<file path="src/rtl/hsv_core_pkg.sv">
// Shared core types: instruction tokens, register masks and the in-flight controller state.
package hsv_core_pkg;

  localparam int TOKEN_W  = 3;
  localparam int NUM_REGS = 32;

  typedef logic [TOKEN_W-1:0]  insn_token;
  typedef logic [NUM_REGS-1:0] reg_mask;

  typedef enum logic {
    RUN   = 1'b0,
    FLUSH = 1'b1
  } inflight_state_t;

  // x0 is hardwired zero, so it never takes part in hazard tracking.
  function automatic reg_mask strip_x0(input reg_mask m);
    return {m[NUM_REGS-1:1], 1'b0};
  endfunction

endpackage

</file>
<file path="src/rtl/hsv_core_inflight_ctrl_if.sv">
// Issue/commit/flush bundle between the pipeline (master) and the in-flight controller (slave).
interface hsv_core_inflight_ctrl_if #(
  parameter int MAX_INFLIGHT = 4
) ();
  import hsv_core_pkg::*;

  localparam int CNT_W = $clog2(MAX_INFLIGHT + 1);

  logic             issue_valid_i;
  logic             issue_ready_o;
  reg_mask          issue_rs_mask;
  reg_mask          issue_rd_mask;
  insn_token        issue_token_o;
  logic             commit_i;
  reg_mask          commit_mask;
  logic             flush_req;
  logic             flush_ack;
  logic [CNT_W-1:0] inflight_o;
  reg_mask          pending_o;

  modport master (
    output issue_valid_i, issue_rs_mask, issue_rd_mask, commit_i, commit_mask, flush_req,
    input  issue_ready_o, issue_token_o, flush_ack, inflight_o, pending_o
  );

  modport slave (
    input  issue_valid_i, issue_rs_mask, issue_rd_mask, commit_i, commit_mask, flush_req,
    output issue_ready_o, issue_token_o, flush_ack, inflight_o, pending_o
  );

endinterface

</file>
<file path="src/rtl/hsv_core_inflight_scoreboard.sv">
// Pending-destination scoreboard: per-register set/clear with set priority, plus a clear-all.
module hsv_core_inflight_scoreboard
  import hsv_core_pkg::*;
(
  input  logic    clk_core,
  input  logic    rst_core_n,
  input  reg_mask set_mask,
  input  reg_mask clr_mask,
  input  logic    clr_all,
  output reg_mask pending_mask
);

  reg_mask pending_reg;
  reg_mask pending_next;

  generate
    for (genvar gi = 0; gi < NUM_REGS; gi++) begin : g_bit
      // A register retired and reissued in the same cycle must stay pending.
      assign pending_next[gi] = !clr_all &&
                                (set_mask[gi] || (pending_reg[gi] && !clr_mask[gi]));
    end
  endgenerate

  always_ff @(posedge clk_core or negedge rst_core_n) begin
    if (!rst_core_n) begin
      pending_reg <= '0;
    end else begin
      pending_reg <= pending_next;
    end
  end

  assign pending_mask = pending_reg;

endmodule

</file>
<file path="src/rtl/hsv_core_inflight_ctrl.sv">
// In-flight instruction controller: issue gating on capacity and register hazards,
// token allocation, in-flight counting and flush handshake.
module hsv_core_inflight_ctrl #(
  parameter int MAX_INFLIGHT = 4
) (
  input  logic                    clk_core,
  input  logic                    rst_core_n,
  hsv_core_inflight_ctrl_if.slave ctrl
);
  import hsv_core_pkg::*;

  localparam int               CNT_W   = $clog2(MAX_INFLIGHT + 1);
  localparam logic [CNT_W-1:0] MAX_CNT = CNT_W'(MAX_INFLIGHT);

  inflight_state_t  state_reg;
  inflight_state_t  state_next;
  insn_token        token_reg;
  insn_token        token_next;
  logic [CNT_W-1:0] inflight_reg;
  logic [CNT_W-1:0] inflight_next;
  logic             flush_ack_reg;

  reg_mask pending;
  reg_mask set_mask;
  reg_mask clr_mask;
  logic    run_state;
  logic    hazard;
  logic    issue_ready;
  logic    fire;
  logic    commit_live;
  logic    commit_dec;
  logic    flush_clear;

  assign run_state   = (state_reg == RUN);
  assign hazard      = |strip_x0((ctrl.issue_rs_mask | ctrl.issue_rd_mask) & pending);
  // Reset gates ready combinationally so it is low for the whole reset window.
  assign issue_ready = rst_core_n && run_state && !ctrl.flush_req &&
                       (inflight_reg < MAX_CNT) && !hazard;
  assign fire        = ctrl.issue_valid_i && issue_ready;
  assign commit_live = ctrl.commit_i && run_state && !ctrl.flush_req;
  assign commit_dec  = commit_live && (inflight_reg != '0);
  assign flush_clear = run_state && ctrl.flush_req;

  assign set_mask = fire ? strip_x0(ctrl.issue_rd_mask) : '0;
  assign clr_mask = commit_live ? ctrl.commit_mask : '0;

  hsv_core_inflight_scoreboard u_scoreboard (
    .clk_core     (clk_core),
    .rst_core_n   (rst_core_n),
    .set_mask     (set_mask),
    .clr_mask     (clr_mask),
    .clr_all      (flush_clear),
    .pending_mask (pending)
  );

  always_comb begin
    state_next = state_reg;
    case (state_reg)
      RUN:     if (ctrl.flush_req)  state_next = FLUSH;
      FLUSH:   if (!ctrl.flush_req) state_next = RUN;
      default: state_next = RUN;
    endcase
  end

  always_comb begin
    token_next    = token_reg;
    inflight_next = inflight_reg;
    if (flush_clear) begin
      token_next    = '0;
      inflight_next = '0;
    end else begin
      if (fire) token_next = token_reg + insn_token'(1);
      case ({fire, commit_dec})
        2'b10:   inflight_next = inflight_reg + CNT_W'(1);
        2'b01:   inflight_next = inflight_reg - CNT_W'(1);
        default: inflight_next = inflight_reg;
      endcase
    end
  end

  always_ff @(posedge clk_core or negedge rst_core_n) begin
    if (!rst_core_n) begin
      state_reg     <= RUN;
      token_reg     <= '0;
      inflight_reg  <= '0;
      flush_ack_reg <= 1'b0;
    end else begin
      state_reg     <= state_next;
      token_reg     <= token_next;
      inflight_reg  <= inflight_next;
      flush_ack_reg <= ctrl.flush_req;
    end
  end

  assign ctrl.issue_ready_o = issue_ready;
  assign ctrl.issue_token_o = token_reg;
  assign ctrl.flush_ack     = flush_ack_reg;
  assign ctrl.inflight_o    = inflight_reg;
  assign ctrl.pending_o     = pending;

endmodule

</file>
<file path="src/flat_wrapper.sv">
// flat-port wrapper written by rule: the top's interface ports become plain ports
module hsv_core_inflight_ctrl_flat import hsv_core_pkg::*;
#(
  parameter int MAX_INFLIGHT = 4
)
  (clk_core, rst_core_n, ctrl_issue_valid_i, ctrl_issue_rs_mask, ctrl_issue_rd_mask, ctrl_commit_i, ctrl_commit_mask, ctrl_flush_req, ctrl_issue_ready_o, ctrl_issue_token_o, ctrl_flush_ack, ctrl_inflight_o, ctrl_pending_o);
  hsv_core_inflight_ctrl_if #(.MAX_INFLIGHT(MAX_INFLIGHT)) ctrl_i ();
  input  logic clk_core;
  input  logic rst_core_n;
  input wire logic [$bits(ctrl_i.issue_valid_i)-1:0] ctrl_issue_valid_i;
  input wire logic [$bits(ctrl_i.issue_rs_mask)-1:0] ctrl_issue_rs_mask;
  input wire logic [$bits(ctrl_i.issue_rd_mask)-1:0] ctrl_issue_rd_mask;
  input wire logic [$bits(ctrl_i.commit_i)-1:0] ctrl_commit_i;
  input wire logic [$bits(ctrl_i.commit_mask)-1:0] ctrl_commit_mask;
  input wire logic [$bits(ctrl_i.flush_req)-1:0] ctrl_flush_req;
  output wire logic [$bits(ctrl_i.issue_ready_o)-1:0] ctrl_issue_ready_o;
  output wire logic [$bits(ctrl_i.issue_token_o)-1:0] ctrl_issue_token_o;
  output wire logic [$bits(ctrl_i.flush_ack)-1:0] ctrl_flush_ack;
  output wire logic [$bits(ctrl_i.inflight_o)-1:0] ctrl_inflight_o;
  output wire logic [$bits(ctrl_i.pending_o)-1:0] ctrl_pending_o;
  assign ctrl_i.issue_valid_i = ctrl_issue_valid_i;
  assign ctrl_i.issue_rs_mask = ctrl_issue_rs_mask;
  assign ctrl_i.issue_rd_mask = ctrl_issue_rd_mask;
  assign ctrl_i.commit_i = ctrl_commit_i;
  assign ctrl_i.commit_mask = ctrl_commit_mask;
  assign ctrl_i.flush_req = ctrl_flush_req;
  assign ctrl_issue_ready_o = ctrl_i.issue_ready_o;
  assign ctrl_issue_token_o = ctrl_i.issue_token_o;
  assign ctrl_flush_ack = ctrl_i.flush_ack;
  assign ctrl_inflight_o = ctrl_i.inflight_o;
  assign ctrl_pending_o = ctrl_i.pending_o;
  hsv_core_inflight_ctrl #(.MAX_INFLIGHT(MAX_INFLIGHT)) u_core (.clk_core(clk_core), .rst_core_n(rst_core_n), .ctrl(ctrl_i));
endmodule
</file>
<file path="config.mk">
export PLATFORM = sky130hd
export DESIGN_NAME = hsv_core_inflight_ctrl_flat
export DESIGN_NICKNAME = d
export VERILOG_FILES = /design/src/rtl/hsv_core_pkg.sv /design/src/rtl/hsv_core_inflight_ctrl_if.sv /design/src/rtl/hsv_core_inflight_scoreboard.sv /design/src/rtl/hsv_core_inflight_ctrl.sv /design/src/flat_wrapper.sv
export SDC_FILE = /design/constraint.sdc
export NUM_CORES = 1
export LEC_CHECK = 0
export CELL_PAD_IN_SITES_DETAIL_PLACEMENT = 1
export CELL_PAD_IN_SITES_GLOBAL_PLACEMENT = 1
export CORE_MARGIN = 1
export CORE_UTILIZATION = 23
export CTS_CLUSTER_DIAMETER = 200
export CTS_CLUSTER_SIZE = 24
export DETAILED_ROUTE_END_ITERATION = 6
export MAX_ROUTING_LAYER = met4
export PLACE_DENSITY = 0.77
export SLEW_MARGIN = 20
export SYNTH_ARGS = -nofsm -noshare
export SYNTH_HDL_FRONTEND = slang
export SYNTH_SLANG_ARGS = --single-unit
</file>
<file path="constraint.sdc">
create_clock -name clk_core -period 2.4 [get_ports clk_core]
set_input_delay 0.24 -clock clk_core [delete_from_list [all_inputs] [get_ports clk_core]]
set_output_delay 0.24 -clock clk_core [all_outputs]
set_load 0.01 [all_outputs]
</file>
==> reports/metrics.cfg <==
[run_status]
outcome = completed

[detailed_routing]
drt_iter0_drc = 44
via_count = 2333
wirelength_mm = 8.08
drcViolationCount = 0
wl_per_cell_um = 16.0
final_antenna_net_count = 0
vias_per_cell = 4.62
dr.pass1.iters = 4

[synthesis]
synth-main-ff-cell = dfrtp_1
synthArstFlopShare_pct = 100
ys_top_cells_by_count = 39 x dfrtp_1, 35 x inv_1, 35 x nand2_1, 31 x nand3_1, 30 x o21ai_0
yosysWarnings = 0
synth_edf_count = 0
syn_inst = 246
syn_nets = 350
synth_top_area_share_pct = 45.0
ys_seq_area_share_pct = 45.0
synth_area_leaders = dfrtp_1 45%, o21ai_2 12%, nand3_1 7.2%
synth.avg_cell_area_um2 = 8.82
syn_area_mm2 = 0.00217
synth.distinct_cells = 28
synth_area_leader_cell = dfrtp_1
synth.most_common_cell = dfrtp_1
ys_ff_latch = 39

[cts]
cts_buffer_depth = 2
cts_root_buffer = clkbuf_8
clkLatencyLatePin_ns = 0.29
cts_tree = built
cts_sinks = 39
ctsHtreeMaxLevel = 2
cts_buffers = 5
clk_pin_slew_ns = 0.07

[grt]
grt_pass1_wl_mm = 12.7
gr-total-overflow = 0
grt_antenna_before_repair = 0
grt_pass1_vias = 2548
grt_max_degree = 40
grt_usage_pct = 17.3

[finish]
fill_cells = 1099
fin_nets = 498
largest_register_ffs = 32
stdcell_count = 505
antenna_cells = 0
area_growth_syn_to_layout_pct = 77.2
drive_gt1_share_pct = 16.0

[power]
peakVddDrop_uv = 196
power_frac_seq_pct = 36.3
finalPower_mw = 2.56
p_leak_nw = 1.64
power.density_mw_per_mm2 = 665
sw_frac_of_total_pct = 34.5
p_int_mw = 1.67
pwr-share-clk_pct = 17.9
netSwitchingPower_mw = 0.883
pwr-share-comb_pct = 45.8

[timing]
worstMarginPinSlew_ns = 0.585
fmax_mhz = 422
hold_viol = 0
rsz0062_at_grt = yes
fin_skew_ns = 0.00298
postLayoutSetupSlackWorst_ns = 0.0294
layout_min_cycle_time_ns = 2.37
max_slew_margin_pct = 61.0
period_share_pct = 98.8
slew_violations = 0
setup_viol = 0

[die]
die_w_um = 99.1
core_area_mm2 = 0.00920
num_io_pins = 141
start_util_pct = 23.6
dieArea_mm2 = 0.00983
dieHeight_um = 99.1
rows = 35

[min_path]
hold_path_class = input pin to async pin

[critical_path]
crit_path_end_kind = register
crit_required_ns = 2.61
rrSetupSlack_ns = 0.10
worst-setup-path-type = input pin to register
worst-path-max-fanout = 2
arrival_ns = 2.58
worst_setup_path_start_kind = input pin

[placed_design]
hpwl_mm = 6.31
dp_cells = 497
dp_slack_ns = -0.413
gp_congestion = 0.725
port_buffers = 138

[run]
drv_cap = 0

[power groups by stage]
stage	combinational [mW]	sequential [mW]	clock (mW)
floorplan	0.431	0.981	0
global placement	1.15	0.930	0
detailed placement	1.18	0.933	0
CTS	1.18	0.927	0.484
global route	1.27	0.955	0.497
finish	1.17	0.929	0.457
[metrics by stage]
| stage | hold slack, ns | util, % | setup TNS [ns] | instance area, um^2 |
|---|---|---|---|---|
| after CTS | 0.0803 | 41.5 | 0 | 3820 |
| after global placement | 0.399 | 40.5 | -0.771 | 3720 |
| after detailed placement | 0.404 | 40.5 | -1.04 | 3720 |
| after floorplan | -0.0556 | - | 0 | 2170 |
| after global routing | 0.0996 | 41.8 | -0.135 | 3840 |
| final | 0.0577 | 41.8 | 0 | 3840 |
[metal layers]
layer  vias up  share of wire [%]  track usage, %
li1       1124                  -               -
met1      1126                 45            20.9
met2        76                 51            30.4
met3         7                3.9            2.53
met4         0               0.92            4.52
met5         -                  0               -
[layout make-up]
cell class / count / area [um^2] / share of cell area [%]
repair buffers: 151 / 1470 / 38.3
multi-input cells: 162 / 1040 / 27.0
flip-flops and latches: 39 / 976 / 25.4
well taps: 111 / 139 / 3.61
inverters: 35 / 131 / 3.42
clock buffers: 6 / 82.6 / 2.15
clock inverters: 1 / 5.00 / 0.130
[path summary, 6_finish.rpt]
kind | startpoint | end | depth (start not counted)
min in group clk_core | ctrl_commit_mask[0] | u_core.u_scoreboard.pending_mask[0] | 2
worst max register to register | u_core.u_scoreboard.pending_mask[12] | u_core.ctrl.inflight_o[2] | 11
max in group asynchronous | rst_core_n | u_core.u_scoreboard.pending_mask[12] | 2
worst max-delay path | ctrl_issue_rd_mask[3] | u_core.ctrl.inflight_o[2] | 12
worst min register to register | u_core.ctrl.issue_token_o[0] | u_core.ctrl.issue_token_o[0] | 1
worst min-delay path | rst_core_n | u_core.u_scoreboard.pending_mask[23] | 2
[logic make-up (layout without fill, tap and decap cells)]
group	Yosys count	in the layout	share of synthesized area, %
compound gates	67	67	20.6
xor+xnor	3	3	1.21
fa+ha+maj	3	3	2.08
buf+inv	45	193	8.82
flops	39	39	45.0
mux	3	3	1.38
simple gates	86	86	20.9
[timing repair]
| action | in CTS | in global routing |
|---|---|---|
| pin swaps | 2 | 6 |
| setup endpoints to repair | 3 | 2 |
| hold buffers | 0 | 0 |
| endpoints found under the hold margin | 0 | 0 |
| resized for setup | 12 | 14 |
| setup buffers | 0 | 1 |
[critical path: stages]
cell             delay (ns)
clkdlybuf4s50_1        0.45
o21ai_2                0.18
buf_4                  0.13
nand4_1                0.12
nor4_4                 0.34
nand3_4                0.10
ha_1                   0.22
inv_1                  0.07
fa_1                   0.18
xor2_1                 0.08
or3_1                  0.30
a21oi_1                0.16
[placed cells by master, fill, tap and decap left out, types with 8 or more instances in the layout]
master and n:
o21ai_0 13, dfrtp_1 39, inv_1 35, o21ai_2 37
buf_4 13, nand4_1 8, nand3_1 31, nand2_1 35
clkdlybuf4s50_1 136, o21ai_1 13
Power figures use the tool's default switching activity.
